[config.mk]
export PLATFORM = sky130hd
export DESIGN_NAME = multicycle_control_unit
export DESIGN_NICKNAME = d
export VERILOG_FILES = /design/src/rtl/multicycle_control_unit.sv
export SDC_FILE = /design/constraint.sdc
export NUM_CORES = 1
export LEC_CHECK = 0
export CAP_MARGIN = 0
export CORE_ASPECT_RATIO = 0.75
export CORE_MARGIN = 10
export CORE_UTILIZATION = 30
export CTS_BUF_LIST = sky130_fd_sc_hd__clkbuf_8
export DETAILED_ROUTE_END_ITERATION = 10
export PLACE_DENSITY_LB_ADDON = 0.05
export SETUP_SLACK_MARGIN = 0.05
export SYNTH_ARGS = -nofsm -noshare
export SYNTH_HDL_FRONTEND = slang
export SYNTH_SLANG_ARGS = --single-unit
[constraint.sdc]
create_clock -name clock -period 1.8 [get_ports clock]
set_clock_uncertainty 0.15 [all_clocks]
set_input_delay 0.36 -clock clock [delete_from_list [all_inputs] [get_ports clock]]
set_output_delay 0.36 -clock clock [all_outputs]
set_load 0.03 [all_outputs]
[src/rtl/multicycle_control_unit.sv]
// Control FSM for the multicycle datapath.
// It decodes INSTRUCTION_OUT and FLAGS and drives every datapath strobe and mux select.
module multicycle_control_unit #(
    parameter bit         ENABLE_BL  = 1'b1,
    parameter logic [2:0] IDLE_SHIFT = 3'b111
) (
    input  logic        clock,
    input  logic        reset,
    input  logic [31:0] INSTRUCTION_OUT,
    input  logic [3:0]  FLAGS,
    output logic        A3Src,
    output logic        AdrSrc,
    output logic        FlagUpdate,
    output logic        IRWrite,
    output logic        MemWrite,
    output logic        PCWrite,
    output logic        RegWrite,
    output logic        WD3Src,
    output logic [1:0]  ALUSrcA,
    output logic [1:0]  ALUSrcB,
    output logic [1:0]  ResultSrc,
    output logic [1:0]  RegSrc,
    output logic [2:0]  ALUop,
    output logic [2:0]  ShiftType,
    output logic [3:0]  state_out,
    output logic        instr_done
);
    typedef enum logic [3:0] {
        FETCH    = 4'd0, DECODE  = 4'd1, MEMADR = 4'd2, MEMREAD = 4'd3, MEMWB  = 4'd4,
        MEMWRITE = 4'd5, EXECR   = 4'd6, EXECI  = 4'd7, ALUWB   = 4'd8, BRANCH = 4'd9
    } state_t;

    state_t state, state_nxt;

    logic [3:0] cond, cmd;
    logic [1:0] op;
    logic       i_bit, s_bit, link;
    logic       n_f, z_f, c_f, v_f;
    logic       cond_pass, cmd_ok, is_cmp;
    logic [2:0] alu_dp;
    logic       unused_instr_bits;

    assign cond   = INSTRUCTION_OUT[31:28];
    assign op     = INSTRUCTION_OUT[27:26];
    assign i_bit  = INSTRUCTION_OUT[25];
    assign cmd    = INSTRUCTION_OUT[24:21];
    assign s_bit  = INSTRUCTION_OUT[20];
    assign link   = INSTRUCTION_OUT[24];
    assign is_cmp = (cmd == 4'b1010);
    assign {n_f, z_f, c_f, v_f} = FLAGS;
    assign unused_instr_bits = ^{INSTRUCTION_OUT[19:7], INSTRUCTION_OUT[4:0]};
    assign state_out = state;

    always_comb begin
        cond_pass = 1'b0;
        case (cond)
            4'b0000: cond_pass = z_f;
            4'b0001: cond_pass = !z_f;
            4'b0010: cond_pass = c_f;
            4'b0011: cond_pass = !c_f;
            4'b0100: cond_pass = n_f;
            4'b0101: cond_pass = !n_f;
            4'b0110: cond_pass = v_f;
            4'b0111: cond_pass = !v_f;
            4'b1000: cond_pass = c_f && !z_f;
            4'b1001: cond_pass = !c_f || z_f;
            4'b1010: cond_pass = (n_f == v_f);
            4'b1011: cond_pass = (n_f != v_f);
            4'b1100: cond_pass = !z_f && (n_f == v_f);
            4'b1101: cond_pass = z_f || (n_f != v_f);
            4'b1110: cond_pass = 1'b1;
            default: cond_pass = 1'b0;
        endcase
    end

    always_comb begin
        cmd_ok = 1'b1;
        alu_dp = 3'b000;
        case (cmd)
            4'b0100: alu_dp = 3'b000;
            4'b0010: alu_dp = 3'b001;
            4'b1010: alu_dp = 3'b001;
            4'b0000: alu_dp = 3'b010;
            4'b1100: alu_dp = 3'b011;
            4'b1101: alu_dp = 3'b100;
            default: cmd_ok = 1'b0;
        endcase
    end

    always_ff @(posedge clock) begin
        if (reset) state <= FETCH;
        else       state <= state_nxt;
    end

    always_comb begin
        state_nxt  = FETCH;
        A3Src      = 1'b0;
        AdrSrc     = 1'b0;
        FlagUpdate = 1'b0;
        IRWrite    = 1'b0;
        MemWrite   = 1'b0;
        PCWrite    = 1'b0;
        RegWrite   = 1'b0;
        WD3Src     = 1'b0;
        ALUSrcA    = 2'b00;
        ALUSrcB    = 2'b00;
        ResultSrc  = 2'b00;
        RegSrc     = 2'b00;
        ALUop      = 3'b000;
        ShiftType  = IDLE_SHIFT;
        instr_done = 1'b0;
        case (state)
            FETCH: begin
                IRWrite = 1'b1; PCWrite = 1'b1;
                ALUSrcB = 2'b11; ResultSrc = 2'b10; RegSrc = 2'b10;
                state_nxt = DECODE;
            end
            DECODE: begin
                ALUSrcB = 2'b11; ResultSrc = 2'b10; RegSrc = 2'b10;
                // Condition failure and unsupported encodings both retire here.
                if (!cond_pass)                   instr_done = 1'b1;
                else if (op == 2'b01 && !i_bit)   state_nxt = MEMADR;
                else if (op == 2'b00 && cmd_ok)   state_nxt = i_bit ? EXECI : EXECR;
                else if (op == 2'b10)             state_nxt = BRANCH;
                else                              instr_done = 1'b1;
            end
            MEMADR: begin
                ALUSrcA = 2'b01; ALUSrcB = 2'b01; RegSrc = 2'b10;
                state_nxt = s_bit ? MEMREAD : MEMWRITE;
            end
            MEMREAD: begin
                AdrSrc = 1'b1; ALUSrcA = 2'b01; ALUSrcB = 2'b01; RegSrc = 2'b10;
                state_nxt = MEMWB;
            end
            MEMWB: begin
                AdrSrc = 1'b1; RegWrite = 1'b1; ResultSrc = 2'b01; RegSrc = 2'b10;
                instr_done = 1'b1;
            end
            MEMWRITE: begin
                AdrSrc = 1'b1; MemWrite = 1'b1; RegSrc = 2'b10;
                instr_done = 1'b1;
            end
            EXECR: begin
                ALUSrcA = 2'b01; ALUop = alu_dp;
                ShiftType = {1'b0, INSTRUCTION_OUT[6:5]};
                state_nxt = ALUWB;
            end
            EXECI: begin
                ALUSrcA = 2'b01; ALUSrcB = 2'b01; ALUop = alu_dp;
                state_nxt = ALUWB;
            end
            ALUWB: begin
                ALUop = alu_dp;
                RegWrite = !is_cmp;
                FlagUpdate = s_bit || is_cmp;
                instr_done = 1'b1;
            end
            BRANCH: begin
                PCWrite = 1'b1; ALUSrcB = 2'b01; ResultSrc = 2'b10; RegSrc = 2'b01;
                instr_done = 1'b1;
                if (link && ENABLE_BL) begin
                    RegWrite = 1'b1; A3Src = 1'b1; WD3Src = 1'b1;
                end
            end
            default: state_nxt = FETCH;
        endcase
        // Reset overrides everything so that a write in progress cannot complete.
        if (reset) begin
            A3Src = 1'b0; AdrSrc = 1'b0; FlagUpdate = 1'b0; IRWrite = 1'b0;
            MemWrite = 1'b0; PCWrite = 1'b0; RegWrite = 1'b0; WD3Src = 1'b0;
            ALUSrcA = 2'b00; ALUSrcB = 2'b00; ResultSrc = 2'b00; RegSrc = 2'b00;
            ALUop = 3'b000; ShiftType = IDLE_SHIFT; instr_done = 1'b0;
        end
    end
endmodule

==> impl_table.tex <==
\begin{tabular}{lr}
\hline
Metric & Value \\
\hline
\multicolumn{2}{l}{\textbf{Floorplanning}} \\
\quad Effective utilization at floorplan & 0.3222 \\
\quad Core box area & 0.002365 mm\^{}2 \\
\quad Number of rows in the core area & 15 \\
\quad I/O pin count & 65 \\
\quad Die Y-Extent & 63.65 um \\
\quad Overall die area & 0.004977 mm\^{}2 \\
\quad Die extent in x & 78.20 um \\
\multicolumn{2}{l}{\textbf{STA}} \\
\quad Count of final setup violators & 20 \\
\quad Final number of hold-violating endpoints & 0 \\
\quad Ratio of final minimum period to clock period & 1.217 \\
\quad Final critical path time including I/O delays and setup & 2.190 ns \\
\quad Setup slack after layout & -0.3902 ns \\
\quad RSZ-0062 raised after global routing & true \\
\quad Fmax & 456.6 MHz \\
\quad Number of pins exceeding their max-slew limit in the final report & 0 \\
\quad Final-layout setup total negative slack & -5.058 ns \\
\multicolumn{2}{l}{\textbf{Finish}} \\
\quad Final \#Nets & 247 \\
\quad Fin cells & 241 \\
\quad Commonest cells after routing, fill and taps aside & sky130\_fd\_sc\_hd\_\_buf\_6 (36), sky130\_fd\_sc\_hd\_\_buf\_4 (36), sky130\_fd\_sc\_hd\_\_nor2\_1 (6), sky130\_fd\_sc\_hd\_\_clkdlybuf4s50\_1 (6), sky130\_fd\_sc\_hd\_\_dlygate4sd2\_1 (6) \\
\quad Cell area after layout & 0.002098 mm\^{}2 \\
\quad Ratio of cells with drive above 1 in the final layout & 0.7150 \\
\quad Number of antenna diodes & 0 \\
\quad Number of flip-flops under the largest register name & 4 \\
\quad Fill count & 106 \\
\quad Post-synthesis to final-layout area growth & 175.4\% \\
\multicolumn{2}{l}{\textbf{Power and ir drop}} \\
\quad Clock network power share & 0.249 \\
\quad Comb power frac & 0.630 \\
\quad Switching power of the nets & 0.3209 mW \\
\quad Leak & 0.9291 nW \\
\quad Worst supply voltage drop on vdd & 0.0002792 V \\
\quad Switching Share & 0.3975 \\
\quad Reg power frac & 0.121 \\
\quad Areal power density over the cells & 384.8 mW/mm\^{}2 \\
\quad Internal power & 0.4864 mW \\
\multicolumn{2}{l}{\textbf{CTS}} \\
\quad CTS tree & yes \\
\quad Cts hold-fix bufs & 0 \\
\quad Maximum root-to-sink buffer count & 2 \\
\quad Clock-pin transition on the worst setup and hold timing paths & 0.03 ns \\
\quad Level count of the clock H-tree & 1 \\
\quad Total clock buffers created by CTS & 3 \\
\quad CTS sink cnt & 4 \\
\quad Clock latency on the worst-skew pair & 0.23 ns \\
\quad Root Buffer & sky130\_fd\_sc\_hd\_\_clkbuf\_8 \\
\multicolumn{2}{l}{\textbf{Global routing}} \\
\quad GR Util All Layers & 0.1677 \\
\quad Largest net degree at the start of global routing & 11 \\
\quad Antenna violations before repair & 0 \\
\quad First-pass GRT wire length & 6927 um \\
\quad Number of global-route vias before repair & 1376 \\
\quad GRT overflow & 0 \\
\multicolumn{2}{l}{\textbf{Status}} \\
\quad Violations in the final reports & negative setup slack \\
\quad Run status & finished, violations left \\
\multicolumn{2}{l}{\textbf{Routing}} \\
\quad Detailed-route vias per instance & 5.676 \\
\quad Number of nets with antenna violations after routing & 0 \\
\quad \# DRC & 0 \\
\quad Iteration-0 DRC count of the detailed router & 92 \\
\quad Pre-antenna DRT Iters & 4 \\
\quad Drt total wl & 5357 um \\
\quad Via count & 1368 \\
\quad Routed wirelength normalized by instance count & 22.23 um \\
\multicolumn{2}{l}{\textbf{Run}} \\
\quad Max-Cap Viols & 0 \\
\multicolumn{2}{l}{\textbf{Logic synthesis}} \\
\quad Synthesized-area fraction occupied by and/or/nand/nor cells & 0.4269 \\
\quad Post-synthesis share of cell area spent on xor and xnor gates & 0.03448 \\
\quad Number of distinct standard cells referenced by the synthesized netlist & 43 \\
\quad Compound-Gate Fraction of Synth Area & 0.2791 \\
\quad Main flop type after synthesis & sky130\_fd\_sc\_hd\_\_dfxtp\_1 \\
\quad Main combinational cell family by area after synthesis & simple AND/OR/NAND/NOR gates \\
\quad Total nets after synthesis & 153 \\
\quad Count of flip-flops with a built-in enable after synthesis & 0 \\
\quad Share of async-settable or async-resettable flops after synthesis & 0 \\
\quad Number of flip-flops and latches in the synthesized netlist & 4 \\
\quad Gate count of the mapped netlist & 115 \\
\quad Ys Warns & 0 \\
\quad Post-synthesis share of cell area spent on full adders, half adders and majority gates & 0 \\
\quad Multiplexer share of the synthesized area & 0.02627 \\
\quad Synthesized area & 762.0 um\^{}2 \\
\quad Mean cell area of the mapped netlist & 6.626 um\^{}2 \\
\quad Share of the yosys chip area belonging to registers & 0.1051 \\
\multicolumn{2}{l}{\textbf{Worst hold path}} \\
\quad Path class of the lowest-slack min-delay path & flip-flop to flip-flop \\
\multicolumn{2}{l}{\textbf{Placement}} \\
\quad Post-detailed-placement cell area & 0.001546 mm\^{}2 \\
\quad HPWL Detailed & 2641 um \\
\quad Routability congestion estimate from global placement & 0.7983 \\
\quad Cells after DPL & 218 \\
\quad PortBufs & 45 \\
\multicolumn{2}{l}{\textbf{Critical path}} \\
\quad Crit-path max cell delay & 0.22 ns \\
\quad Largest fanout of any net on the critical path & 5 \\
\quad Critical path required time & 1.29 ns \\
\quad Sequence of cells on the critical path & buf\_8, buf\_4, and3b\_1, a211oi\_1, o32a\_1, o211ai\_2, o21ai\_4, buf\_12 \\
\quad Top Family by Delay on Critical Path & compound AO/OA/AOI/OAI gates \\
\quad CP Buf/Inv Count & 3 \\
\quad Crit-path slowest cell & sky130\_fd\_sc\_hd\_\_o32a\_1 \\
\quad Type of element capturing the critical path & output pin \\
\quad Startpoint class of the critical path & primary input \\
\quad Critical path class & primary input to output pin \\
\quad Worst Path Arrival & 1.68 ns \\
\hline
\end{tabular}
==> synth_stat cells, drive strengths merged, types with 3 or more instances <==
cell type	number	area (um^2)
a21oi	5	25.02
dfxtp	4	80.08
o21ai	5	25.02
nor3	8	40.04
or2	3	18.77
a211oi	4	30.03
a31o	3	26.28
nand2	10	37.54
and2	3	18.77
nor2	13	48.80
buf	8	60.05
a31oi	3	18.77
nand2b	3	18.77
inv	7	26.28
==> worst reg2reg max path, stage by stage, from the launching register on <==
cell,delay (ns)
sky130_fd_sc_hd__dfxtp_2,0.32
sky130_fd_sc_hd__buf_6,0.13
sky130_fd_sc_hd__or3_4,0.42
sky130_fd_sc_hd__or2_4,0.28
sky130_fd_sc_hd__buf_6,0.13
sky130_fd_sc_hd__nor3b_2,0.16
sky130_fd_sc_hd__a22o_1,0.14
==> routing by layer <==
metal | up-vias | global-route usage | share of wire
met1 | 649 | 0.1860 | 0.40
met5 | - | 0 | 0
met4 | 0 | 0.08705 | 0.046
met3 | 28 | 0.03258 | 0.080
li1 | 605 | - | -
met2 | 86 | 0.2941 | 0.48
==> through the flow <==
stage               utilization  worst slack (ns)  hold slack, ns  power, mW
finish                   0.8873           -0.3902          0.5630     0.8073
floorplan                     -           -0.2126          0.3912     0.2828
global placement         0.6540           -0.7605          0.4894     0.4484
detailed placement       0.6540           -0.8149          0.4978     0.4558
global route             0.8873           -0.4524          0.5716     0.8353
CTS                      0.8090           -0.4005          0.5251     0.7330
==> path summary, 6_finish.rpt <==
kind	to	start	cells after the start	slack [ns]
max	instr_done	INSTRUCTION_OUT[30]	8	-0.39
min	state_out[0]	state_out[0]	3	0.56
max reg2reg	state_out[3]	state_out[3]	6	0
min reg2reg	state_out[0]	state_out[0]	3	0.56
==> power by group through the flow <==
stage / Clock [mW] / Combinational (mW) / Sequential [mW]
after floorplan: 0 / 0.175 / 0.108
after global placement: 0 / 0.352 / 0.0964
after detailed placement: 0 / 0.359 / 0.0965
after CTS: 0.208 / 0.428 / 0.0972
after global routing: 0.209 / 0.529 / 0.0980
final: 0.201 / 0.509 / 0.0977
==> cell type report <==
cell class	instances	area, um^2	area share
clock buffer	3	41.29	0.01968
inverter	7	33.78	0.01610
timing repair buffer	99	975.9	0.4651
tap	34	42.54	0.02027
sequential	4	90.09	0.04293
multi-input combinational	94	914.6	0.4359
==> logic make-up (layout without fill, tap and decap cells) <==
logic type,count (synthesis),count (layout)
AND/OR/NAND/NOR,58,58
AO/OA/AOI/OAI,30,30
buffers and inverters,17,109
flip-flops,4,4
XOR/XNOR,3,3
multiplexers,2,2
other,1,1
==> timing repair <==
item,4_1_cts,5_1_grt
buffers inserted,16,6
pin swaps,22,22
gates cloned,0,0
resized for setup,115,47
setup endpoints to repair,30,27
Note: power is estimated with default switching activity, not from simulation.
